$ cat src/rtl/sd_block_otf_converter.sv
// Radix-2^DIGITS signed-digit (p/n borrow-save) to two's-complement converter, MSD-first,
// using on-the-fly Q/QM conversion. Optional in_last checking under OTF_PROTOCOL_CHECK_EN.
module sd_block_otf_converter #(
    parameter int DIGITS = 8,
    parameter int NBLK   = 4
) (
    input  logic                       clk,
    input  logic                       rst_n,
    input  logic                       in_valid,
    output logic                       in_ready,
    input  logic [DIGITS-1:0]          in_p,
    input  logic [DIGITS-1:0]          in_n,
    input  logic                       in_last,
    output logic                       out_valid,
    input  logic                       out_ready,
    output logic [DIGITS*NBLK:0]       out_data,
    output logic                       err
);
    localparam int W  = DIGITS * NBLK + 1;
    localparam int CW = $clog2(NBLK + 1);
    localparam logic [CW-1:0] LAST_CNT = CW'(NBLK - 1);

    typedef enum logic [1:0] {
        S_IDLE,
        S_ACC,
        S_HOLD
    } state_t;

    state_t                r_state;
    state_t                w_state_nxt;
    logic [CW-1:0]         r_cnt;
    logic [CW-1:0]         w_cnt_nxt;
    logic [W-1:0]          r_q;
    logic [W-1:0]          r_qm;
    logic [W-1:0]          w_q_nxt;
    logic [W-1:0]          w_qm_nxt;

    logic signed [DIGITS:0] w_d;
    logic                   w_pos;
    logic                   w_neg;
    logic [DIGITS-1:0]      w_fq;
    logic [DIGITS-1:0]      w_fqm;
    logic [W-1:0]           w_q_src;
    logic [W-1:0]           w_qm_src;
    logic [W-1:0]           w_q_shift;
    logic [W-1:0]           w_qm_shift;
    logic                   w_accept;

    assign w_d   = $signed({1'b0, in_p}) - $signed({1'b0, in_n});
    assign w_neg = w_d[DIGITS];
    assign w_pos = !w_d[DIGITS] && (|w_d);

    // The appended field is d mod r for Q and (d-1) mod r for QM whatever d's sign;
    // only the register being extended depends on the sign.
    assign w_fq       = w_d[DIGITS-1:0];
    assign w_fqm      = w_fq - 1'b1;
    assign w_q_src    = w_neg ? r_qm : r_q;
    assign w_qm_src   = w_pos ? r_q  : r_qm;
    assign w_q_shift  = {w_q_src[W-DIGITS-1:0], w_fq};
    assign w_qm_shift = {w_qm_src[W-DIGITS-1:0], w_fqm};

    assign w_accept = in_valid && in_ready;
    assign out_data = r_q;

    always_comb begin
        w_state_nxt = r_state;
        w_cnt_nxt   = r_cnt;
        w_q_nxt     = r_q;
        w_qm_nxt    = r_qm;
        in_ready    = 1'b0;
        out_valid   = 1'b0;
        case (r_state)
            S_IDLE, S_ACC: begin
                in_ready = 1'b1;
                if (in_valid) begin
                    w_q_nxt   = w_q_shift;
                    w_qm_nxt  = w_qm_shift;
                    w_cnt_nxt = r_cnt + 1'b1;
                    if (r_state == S_IDLE) begin
                        w_state_nxt = S_ACC;
                    end else if (r_cnt == LAST_CNT) begin
                        w_state_nxt = S_HOLD;
                    end
                end
            end
            S_HOLD: begin
                out_valid = 1'b1;
                if (out_ready) begin
                    w_q_nxt     = '0;
                    w_qm_nxt    = '1;
                    w_cnt_nxt   = '0;
                    w_state_nxt = S_IDLE;
                end
            end
            default: begin
                w_state_nxt = S_IDLE;
            end
        endcase
    end

    always_ff @(posedge clk or negedge rst_n) begin
        if (!rst_n) begin
            r_state <= S_IDLE;
            r_cnt   <= '0;
            r_q     <= '0;
            r_qm    <= '1;
        end else begin
            r_state <= w_state_nxt;
            r_cnt   <= w_cnt_nxt;
            r_q     <= w_q_nxt;
            r_qm    <= w_qm_nxt;
        end
    end

`ifdef OTF_PROTOCOL_CHECK_EN
    logic r_err;

    always_ff @(posedge clk or negedge rst_n) begin
        if (!rst_n) begin
            r_err <= 1'b0;
        end else if (w_accept && (in_last != (r_cnt == LAST_CNT))) begin
            r_err <= 1'b1;
        end
    end

    assign err = r_err;
`else
    logic w_unused_last;

    assign w_unused_last = in_last ^ w_accept;
    assign err           = 1'b0;
`endif

endmodule

$ cat config.mk
export PLATFORM = sky130hd
export DESIGN_NAME = sd_block_otf_converter
export DESIGN_NICKNAME = d
export VERILOG_FILES = /design/src/rtl/sd_block_otf_converter.sv
export SDC_FILE = /design/constraint.sdc
export NUM_CORES = 1
export LEC_CHECK = 0
export BUFFER_PORTS_ARGS = -buffer_cell sky130_fd_sc_hd__buf_2
export CORE_ASPECT_RATIO = 1.1
export CORE_MARGIN = 1.5
export CORE_UTILIZATION = 41
export DETAILED_ROUTE_END_ITERATION = 8
export PLACE_DENSITY_LB_ADDON = 0.25
export SLEW_MARGIN = 20
export SYNTH_ARGS = -nofsm -noshare
export SYNTH_HDL_FRONTEND = slang
export SYNTH_SLANG_ARGS = --single-unit
$ cat constraint.sdc
create_clock -name clk -period 5 [get_ports clk]
set_clock_uncertainty 0.1 [all_clocks]
set_input_delay 0.25 -clock clk [delete_from_list [all_inputs] [get_ports clk]]
set_output_delay 0.25 -clock clk [all_outputs]
set_load 0.05 [all_outputs]
==> results.py <==
metrics = {
    "layout": {
        "fin_nets": 501,
        "final_util_pct": 49.2,
        "mostFrequentLayoutCells": "54 x o21ai_0, 54 x buf_2, 45 x nor2_1, 38 x dfrtp_1, 35 x nand2_1",
        "layout-drive-gt1-share_pct": 24.6,
        "num_antenna_cells": 0,
        "synthToLayoutAreaGrowth_pct": 15.0,
    },
    "detailed_routing": {
        "via_count": 3355,
        "antenna_left": 0,
        "drt_iter0_markers": 194,
        "finalWirelength_microns": 9480,
        "via_per_inst": 5.73,
        "wl_per_cell_microns": 16.2,
        "drcViolationCount": 0,
        "dr.pass1.iters": 4,
    },
    "power_and_ir_drop": {
        "power.share.clock_pct": 19.1,
        "power_density_nw_per_um2": 608,
        "leakagePower_nw": 1.94,
        "p_sw_share_pct": 44.9,
        "power.switching_mw": 1.21,
        "pwr-share-comb_pct": 43.6,
        "cellInternalPower_mw": 1.49,
        "seqPwrFrac_pct": 37.3,
        "ir_worst_vdd_uv": 190,
    },
    "synthesis": {
        "synth_edf_count": 0,
        "synth.top_cell.area_share_pct": 24.7,
        "syn_nets": 461,
        "synth_xor_xnor_area_share_pct": 2.24,
        "synth.avg_cell_area_sq_um": 9.03,
        "synthCells": 427,
        "synth_compound_area_share_pct": 27.8,
        "synth-seq-area-share_pct": 41.7,
        "synth.largest_area_cell": "dfrtp_1",
        "netlist_area_sq_um": 3850,
        "synth_seq_cells": 63,
        "ys_types": 47,
        "synth_top_family_by_area": "compound AO/OA/AOI/OAI gates",
        "yosys-top-cells-area": "dfrtp_1 25%, dfstp_2 17%, o21ai_0 7.0%",
        "ys.flop_type": "dfrtp_1",
        "synthAdderAreaFrac_pct": 4.41,
        "ys_warn_count": 0,
        "async_reset_ff_share_pct": 100,
        "muxShareOfSynthArea_pct": 6.49,
        "synthSimpleGateAreaFrac_pct": 11.7,
    },
    "critical_path": {
        "start_kind": "input pin",
        "r2r_cells": 7,
        "r2r_start": "r_state[1]$_DFFE_PN0P_",
        "worst_setup_path_end_kind": "register",
        "critPathKind": "input pin to register",
        "r2r_setup_slack_ns": 2.63,
        "critPathMaxFanout": 22,
        "r2r_end": "r_qm[14]$_DFFE_PN1P_",
        "cp.arrival_ns": 3.20,
        "critical_path_required_ns": 5.17,
    },
    "clock_network": {
        "cts_setup_buffers": 0,
        "cts_tree": "done",
        "clock_latency_ns": 0.34,
        "cts_inserted_buffers": 9,
        "ctsHoldBuffers": 0,
        "cts_root_buffer": "clkbuf_8",
        "htreeDepth": 3,
        "cts_buffer_depth": 2,
        "cts.sinks": 63,
        "cts_resized": 0,
        "clkTransAtPathRegs_ns": 0.06,
    },
    "sta": {
        "hold_slack_ns": -0.0203,
        "relSlewSlack_pct": 45.5,
        "tns_ns": 0,
        "hold_viol": 12,
        "finalMaxSlewViolations": 0,
        "period_needed_ns": 3.04,
        "fmax_ghz": 0.329,
        "rsz0062_at_grt": "false",
        "timing.final.crit_share_pct": 60.8,
        "worst_pin_slew_ns": 0.817,
        "setup_viol_count_final": 0,
    },
    "grt": {
        "grt_pass1_wl_microns": 15400,
        "grt_pass1_vias": 3135,
        "grt_max_degree": 64,
        "track_usage_pct": 19.5,
        "antenna_found_initial": 0,
        "overflow": 0,
    },
    "status": {
        "status": "finished with violations",
        "violations": "negative hold slack",
    },
    "floorplanning": {
        "die-height_microns": 105,
        "die_x_microns": 95.5,
        "coreArea_sq_um": 9010,
        "rows": 36,
        "start_util_pct": 42.8,
        "ios": 57,
        "die-area_sq_um": 9990,
    },
    "placed_design": {
        "place_hpwl_microns": 5760,
        "gp_congestion": 0.830,
        "port_buffers": 54,
    },
    "min_path": {
        "hold_class": "input pin to asynchronous set/reset pin",
    },
    "flow_run": {
        "drv_cap": 0,
    },
}
cell families after synthesis:
logic type	after synthesis
AND/OR/NAND/NOR	105
other	1
buffers and inverters	51
multiplexers	25
XOR/XNOR	9
flip-flops	63
AO/OA/AOI/OAI	160
adder cells (fa/ha/maj)	13
area by class of cell:
class	instances	area, sq um
fillers	880	4580
multi-input cells	313	2050
flip-flops and latches	63	1610
repair buffers	63	338
clock buffers	13	169
well taps	114	143
clock inverters	3	65.1
inverters	17	63.8
through the flow:
step	setup WS, ns	cells	area (sq um)	power (mW)
after detailed placement	1.65	570	4190	2.19
after global placement	1.66	570	4190	2.15
after floorplan	2.33	427	3850	1.88
after CTS	2.01	586	4430	2.71
final	1.96	586	4430	2.70
after global routing	1.84	586	4430	2.87
power by group through the flow:
stage / combinational (mW) / clock, mW / sequential [mW]
6_report: 1.18 / 0.514 / 1.01
5_1_grt: 1.27 / 0.551 / 1.04
4_1_cts: 1.18 / 0.526 / 1.00
3_5_place_dp: 1.18 / 0 / 1.01
3_3_place_gp: 1.16 / 0 / 0.998
2_1_floorplan: 0.531 / 0 / 1.35
state kept, by name, summed over array words and instances (netlist names):
register and cells:
r_qm 25, r_state 2, r_cnt 3, out_data 33
worst max-delay path by stage:
| stage | slack [ns] | to | from |
|---|---|---|---|
| floorplan | 2.33 | r_qm[10]$_DFFE_PN1P_ | in_p[0] |
| global placement | 1.66 | r_qm[19]$_DFFE_PN1P_ | in_p[0] |
| detailed placement | 1.65 | r_qm[18]$_DFFE_PN1P_ | in_p[0] |
| CTS | 2.01 | r_qm[18]$_DFFE_PN1P_ | in_p[0] |
| global route | 1.84 | r_qm[16]$_DFFE_PN1P_ | in_p[0] |
| finish | 1.96 | r_qm[19]$_DFFE_PN1P_ | in_p[0] |
per-layer routing:
metal	wire length (microns)	part of all wire [%]	track usage, %	vias up
met3	490	5.2	3.57	4
met4	76	0.80	6.09	0
met2	4440	47	31.5	96
met1	4470	47	26.3	1618
met5	0	0	0	-
li1	-	-	-	1637
synth_stat cells (all sizes together), types with 3 or more instances:
library cell / count
o21ai: 55
nor2: 45
dfrtp: 38
nand2: 35
a21oi: 30
dfstp: 25
mux2i: 25
clkbuf: 23
o22ai: 19
o221a: 18
inv: 17
o211ai: 17
ha: 12
buf: 11
nand3: 6
a22o: 5
nor2b: 5
xnor2: 5
xor2: 4
a21o: 3
nand2b: 3
nor3: 3
o21a: 3
critical path, cell delays in order:
cell,delay [ns]
buf_2,0.09
inv_1,0.05
ha_1,0.15
inv_1,0.05
fa_1,0.43
a21o_1,0.23
a221oi_4,0.35
xor2_2,0.15
buf_4,0.29
nand3_1,0.10
or3_1,0.65
o221a_2,0.40
No activity file was read; power rests on OpenSTA's default activity.
